### config.mk
export PLATFORM = sky130hd
export DESIGN_NAME = key_debounce
export DESIGN_NICKNAME = d
export VERILOG_FILES = /design/src/rtl/key_debounce.sv
export SDC_FILE = /design/constraint.sdc
export NUM_CORES = 1
export LEC_CHECK = 0
export CORE_MARGIN = 2
export CORE_UTILIZATION = 35
export CTS_BUF_LIST = sky130_fd_sc_hd__clkbuf_4 sky130_fd_sc_hd__clkbuf_8
export DETAILED_ROUTE_END_ITERATION = 10
export PLACE_DENSITY = 0.58
export SKIP_LAST_GASP = 1
export SYNTH_ARGS = -nofsm -noshare
export SYNTH_HDL_FRONTEND = slang
export SYNTH_SLANG_ARGS = --single-unit
### constraint.sdc
create_clock -name clk -period 1.85 [get_ports clk]
set_clock_uncertainty 0.1 [all_clocks]
set_input_delay 0.555 -clock clk [delete_from_list [all_inputs] [get_ports clk]]
set_output_delay 0.555 -clock clk [all_outputs]
set_load 0.005 [all_outputs]
### src/rtl/key_debounce.sv
// Key debouncer: 2-flop synchroniser plus 4-state filter FSM. key_level follows a stable key_in after N+3 edges. No backpressure.
// Optional KEY_DEBOUNCE_LONGPRESS_EN adds a one-shot long_press pulse after LONG_CYCLES in the pressed state.
module key_debounce #(
    parameter int   CNT_W           = 20,
    parameter int   DEBOUNCE_CYCLES = 1_000_000,
    parameter logic IDLE_LEVEL      = 1'b1,
    parameter int   LONG_CYCLES     = 50_000_000
) (
    input  logic clk,
    input  logic rst_n,
    input  logic key_in,
    output logic key_level,
    output logic busy,
    output logic long_press
);

    typedef enum logic [1:0] {
        IDLE       = 2'd0,
        FILT_PRESS = 2'd1,
        ACTIVE     = 2'd2,
        FILT_REL   = 2'd3
    } state_t;

    localparam logic [CNT_W-1:0] CNT_LAST     = CNT_W'(DEBOUNCE_CYCLES - 1);
    localparam logic             ACTIVE_LEVEL = ~IDLE_LEVEL;

    if (DEBOUNCE_CYCLES < 1 || (64'(1) << CNT_W) <= 64'(DEBOUNCE_CYCLES)) begin : g_bad_debounce
        $error("key_debounce: DEBOUNCE_CYCLES must be >= 1 and fit in CNT_W bits");
    end
    if (LONG_CYCLES < 1 || LONG_CYCLES >= (1 << 26)) begin : g_bad_long
        $error("key_debounce: LONG_CYCLES must be in 1 .. 2^26-1");
    end

    state_t           state;
    logic             s1;
    logic             s2;
    logic [CNT_W-1:0] cnt;

    always_ff @(posedge clk or negedge rst_n) begin
        if (!rst_n) begin
            s1 <= IDLE_LEVEL;
            s2 <= IDLE_LEVEL;
        end else begin
            s1 <= key_in;
            s2 <= s1;
        end
    end

    // Any disagreement inside a filter window drops back and restarts from zero later.
    always_ff @(posedge clk or negedge rst_n) begin
        if (!rst_n) begin
            state     <= IDLE;
            cnt       <= '0;
            key_level <= IDLE_LEVEL;
            busy      <= 1'b0;
        end else begin
            case (state)
                IDLE: begin
                    if (s2 != IDLE_LEVEL) begin
                        state <= FILT_PRESS;
                        cnt   <= '0;
                        busy  <= 1'b1;
                    end
                end
                FILT_PRESS: begin
                    if (s2 == IDLE_LEVEL) begin
                        state <= IDLE;
                        cnt   <= '0;
                        busy  <= 1'b0;
                    end else if (cnt == CNT_LAST) begin
                        state     <= ACTIVE;
                        cnt       <= '0;
                        key_level <= ACTIVE_LEVEL;
                        busy      <= 1'b0;
                    end else begin
                        cnt <= cnt + CNT_W'(1);
                    end
                end
                ACTIVE: begin
                    if (s2 == IDLE_LEVEL) begin
                        state <= FILT_REL;
                        cnt   <= '0;
                        busy  <= 1'b1;
                    end
                end
                FILT_REL: begin
                    if (s2 != IDLE_LEVEL) begin
                        state <= ACTIVE;
                        cnt   <= '0;
                        busy  <= 1'b0;
                    end else if (cnt == CNT_LAST) begin
                        state     <= IDLE;
                        cnt       <= '0;
                        key_level <= IDLE_LEVEL;
                        busy      <= 1'b0;
                    end else begin
                        cnt <= cnt + CNT_W'(1);
                    end
                end
                default: begin
                    state     <= IDLE;
                    cnt       <= '0;
                    key_level <= IDLE_LEVEL;
                    busy      <= 1'b0;
                end
            endcase
        end
    end

`ifdef KEY_DEBOUNCE_LONGPRESS_EN
    localparam logic [25:0] LP_FIRE = 26'(LONG_CYCLES - 1);
    localparam logic [25:0] LP_SAT  = 26'(LONG_CYCLES);

    logic [25:0] lp_cnt;
    logic        press_done;

    assign press_done = (state == FILT_PRESS) && (s2 != IDLE_LEVEL) && (cnt == CNT_LAST);

    // Saturating one past the fire point guarantees a single pulse per press;
    // an aborted release keeps the count, so the hold time carries over.
    always_ff @(posedge clk or negedge rst_n) begin
        if (!rst_n) begin
            lp_cnt     <= '0;
            long_press <= 1'b0;
        end else begin
            long_press <= 1'b0;
            if (press_done) begin
                lp_cnt <= '0;
            end else if (state == ACTIVE && lp_cnt != LP_SAT) begin
                lp_cnt     <= lp_cnt + 26'd1;
                long_press <= (lp_cnt == LP_FIRE);
            end
        end
    end
`else
    assign long_press = 1'b0;
`endif

endmodule

; After elaboration in Yosys (flattened, before gate mapping)
; Cells that the tools add are included.
[op_classes]
addsub = 1
eq_ne = 12
n_mux = 24
n_reduce_logical = 5
[op_table]
columns = cell, count
row1 = 20-bit 2-to-1 mux, 5
row2 = 20-bit one-hot mux with 4 select lines, 1
row3 = 20-bit by 1-bit adder with 20-bit output (second input constant), 1
row4 = 20-bit equality test (second input constant), 1
row5 = 2-bit 2-to-1 mux, 6
row6 = 2-bit inequality test (second input constant), 6
row7 = 1-bit 2-to-1 mux, 9
row8 = 2-bit one-hot mux with 4 select lines, 1
row9 = 3-bit inequality test (second input constant), 2
row10 = 5-bit AND reduction, 1
row11 = 2-bit equality test (second input constant), 2
row12 = 1-bit one-hot mux with 4 select lines, 1
row13 = 4-bit AND reduction, 1
row14 = 2-bit by 1-bit equality test with 1-bit output (second input constant), 1
row15 = 2-bit logical NOT, 1
row16 = 1-bit one-hot mux with 2 select lines, 1
row17 = 2-bit AND reduction, 1
row18 = 2-bit nonzero test, 1
[word_totals]
reg_bits = 26
out_inout_bits = 3

; Longest topological paths before layout
[depth]
ltp_word = 4
ltp_mapped = 7

; Worst setup path before layout
; Ideal clock, no wire load.
[synth_timing]
path_kind = register to register
start = reg cnt[8]
end = reg cnt[17]
setup_time_ns = 0.125
arrival_ns = 1.730
t_required_ns = 1.625
slack_ns = -0.105
stages_incl_launch_ff = 8
path_buffers = 2
path_cell_list = dfrtp_1 > buf_6 > or4b_4 > nor4_4 > a21oi_2 > buf_6 > a21oi_2 > mux2i_1
[synth_between]
elab_chain_len = 4
[synth_rtl]
columns = item, line
row1 = start: declaration, 37  ; logic [CNT_W-1:0] cnt;
row2 = start signal: assignment, 76  ; cnt <= cnt + CNT_W'(1);
row3 = start signal: assignment, 97  ; cnt <= cnt + CNT_W'(1);
row4 = 20-bit by 1-bit adder with 20-bit output / 20-bit equality test (equally long branches), n/a
row5 = 20-bit 2-to-1 mux (*), "70, 91"
row6 = "20-bit 2-to-1 mux, on equally long branches", "87, 66"
row7 = 20-bit one-hot mux with 4 select lines (*), 57  ; case (state)
; Every way passes the cells marked *; elsewhere a longest branch is shown, timed or not.
; A chain may end at the register's enable or synchronous reset.

; Worst setup path in the final report
[layout_timing]
start = reg cnt[8]
end = reg cnt[18]
; The elaborated chain is that of the path after synthesis.

==> metrics <==
Critical Path AT=about 1.9 ns; share of layout cells above drive strength 1=roughly 28%; Final min period=~1.9 ns; synth top area cells=dfrtp_1, dfstp_2, nand3_1; YS warnings=0; largest net degree at the start of global routing=27; crit path kind=flop to flop; CTS tree=built; Yosys top cell area share=about two fifths; final core utilization=45.56%; cell taking the most area after synthesis=dfrtp_1; CP Launch Type=flop; sequential share of the synthesized area=45.52%; top-count cell post-synth=dfrtp_1; P&R area growth vs syn=25.85%; Final TNS setup=-0.02009 ns; setup slack after layout=-0.01143 ns; reg-to-reg slack, setup=-0.01 ns; vias in the first global route=about 1.2k; VDD IR max=0.0006646 V; Sequential Power Share=a little over two fifths; Req. time, crit path=~1.9 ns; final slew viol count=0; dpl cells=around 220; H-tree depth=1; routed wire length=between 3000 and 4000 um; Clock Latency Late Sink=between 0.2 and 0.3 ns; routed vias=1219; site row count=23; grt ovf=0; Pint=1098 uW; Power Density=~860 mW/mm2; CTS Buf Count=3; worst setup path endpoint=cnt[18]; fmax=about 540 MHz; predominant post-synthesis flop cell=dfrtp_1; CTS sink count=26; Comb pwr share=27.0%; synthesized area=between 0.001 and 0.0015 mm2; DP HPWL=roughly 2400 um; RR Endpoint=cnt[18]; final hold viol count=0; vias per inst=about 5.4; fraction of registers with async set/reset=100.0%; Buffers on Ports=4; Yosys reg bits=26; Mapped Cells=150; hold_buf cts=0; final setup vio count=4; nets=approximately 180; # IOs=6; Die Width=between 60 and 70 um; first-pass GRT wire length=around 5700 um; Max FO, Critical Path=6; n_diodes=0; kind of end point of the critical path=flop; drt first pass iters=4; Min-Delay Path Class=flop to flop; Overall Global Routing Usage=between 15 and 20%; Avg WL per Cell=roughly 14 um; Critical path origin=cnt[8]; Psw=456.3 uW; die area=around 0.0046 mm2; maximum clock path buffer count=2; RSZ-0062 raised after global routing=true; post-synth cell types=37; reg2reg path depth=6; syn_area_per_cell=between 9 and 10 um2; Starting DRT DRC Count=between 60 and 70; Mapped Nets=~150; failing checks=setup timing; final cell count without fillers=226; R2R Path Start=cnt[8]; RePlAce Congestion=between 0.9 and 1; max_cap viols=0; switch share=a little under 30%; Clock Power Share=between 30 and 40%; clk root buf=clkbuf_8; Post-synth EDFFs=0; post-route ant nets=0; status=finished, violations left; initial antenna violation count=0; Leakage=0.0007583 uW; starting density of the core=between 30% and 40%; Die Y=roughly 68 um; Synth top cells by count=dfrtp_1, nand2_1, nand3_1; period utilization=100.6%; drc violations=0; clock-pin slew on the worst setup and hold paths=around 0.090 ns; total core area=0.003971 mm2
==> metal layers <==
metal  vias to the layer above  track usage (%)  share of wire [%]
li1                        601                -                  -
met1                       600            20.52                 45
met2                        16            29.73                 50
met3                         2            3.783                3.9
met4                         0            2.500               0.40
met5                         -                0                  0
==> metrics by stage <==
stage / setup slack (ns) / power, uW / cell area, um2 / hold slack, ns
2_1_floorplan: -0.1051 / 912.6 / 1448 / 0.1594
6_report: -0.01143 / 1554 / 1809 / 0.2612
5_1_grt: -0.1121 / 1661 / 1809 / 0.2686
4_1_cts: -0.02245 / 1566 / 1763 / 0.2632
3_5_place_dp: -0.006776 / 1086 / 1685 / 0.2482
3_3_place_gp: 0.03833 / 1070 / 1685 / 0.2478
==> critical path, cell delays in order (launching register included) <==
cell and delay [ns]:
dfrtp_1 0.39, or4b_4 0.55, nor4_4 0.18, a21oi_2 0.15
buf_4 0.19, a21oi_2 0.12, mux2i_1 0.08
==> registers in the layout, summed over array words and instances, names as in the netlist, named ones only <==
name	flops
cnt	20
busy	1
key_level	1
s1	1
s2	1
state	1
==> placed cells by master, fill, tap and decap left out, types with 4 or more instances in the layout <==
| cell | n |
|---|---|
| buf_4 | 23 |
| and4_1 | 4 |
| dfrtp_1 | 23 |
| nand4_1 | 8 |
| a21oi_2 | 8 |
| a21oi_1 | 4 |
| nand3_1 | 11 |
| o21ai_0 | 8 |
| nor2_1 | 4 |
| and3_1 | 5 |
| inv_1 | 4 |
| o21ai_1 | 6 |
| nand2_1 | 18 |
| mux2i_1 | 7 |
==> cells by family (layout without fill, tap and decap cells) <==
kind of cell	after synthesis	count (layout)	share of synthesized area [%]
AND/OR/NAND/NOR	67	67	26.37
AO/OA/AOI/OAI	34	34	15.41
flip-flops	26	26	45.52
buffers and inverters	11	37	4.873
multiplexers	7	7	4.874
XOR/XNOR	3	3	1.828
adder cells (fa/ha/maj)	1	1	0.8702
other	1	1	0.2608
==> power groups by stage <==
stage	logic [uW]	clock network (uW)	registers (uW)
2_1_floorplan	249	0	663
3_3_place_gp	405	0	665
3_5_place_dp	418	0	668
4_1_cts	420	488	658
5_1_grt	468	520	673
6_report	420	471	663
==> worst min path at each step <==
stage	endpoint	slack, ns	depth (start not counted)	startpoint
floorplan	asynchronous set/reset pin	0.16	0	rst_n
global placement	s2	0.25	0	s1
detailed placement	s2	0.25	0	s1
CTS	s2	0.26	0	s1
global route	s2	0.27	0	s1
finish	s2	0.26	0	s1
==> area by class of cell <==
type	count	area (um2)
fill	384	2162
timing repair buffer	29	251.5
multi-input combinational	113	754.5
sequential	26	654.4
clock buffer	3	41.29
clock inverter	1	30.03
tap	50	62.56
inverter	4	15.01
==> what timing repair did <==
action,CTS,global route
setup endpoints to repair,8,21
resized for setup,2,9
setup buffers,1,2
pin swaps,0,2
Note: power is estimated with default switching activity, not from simulation.
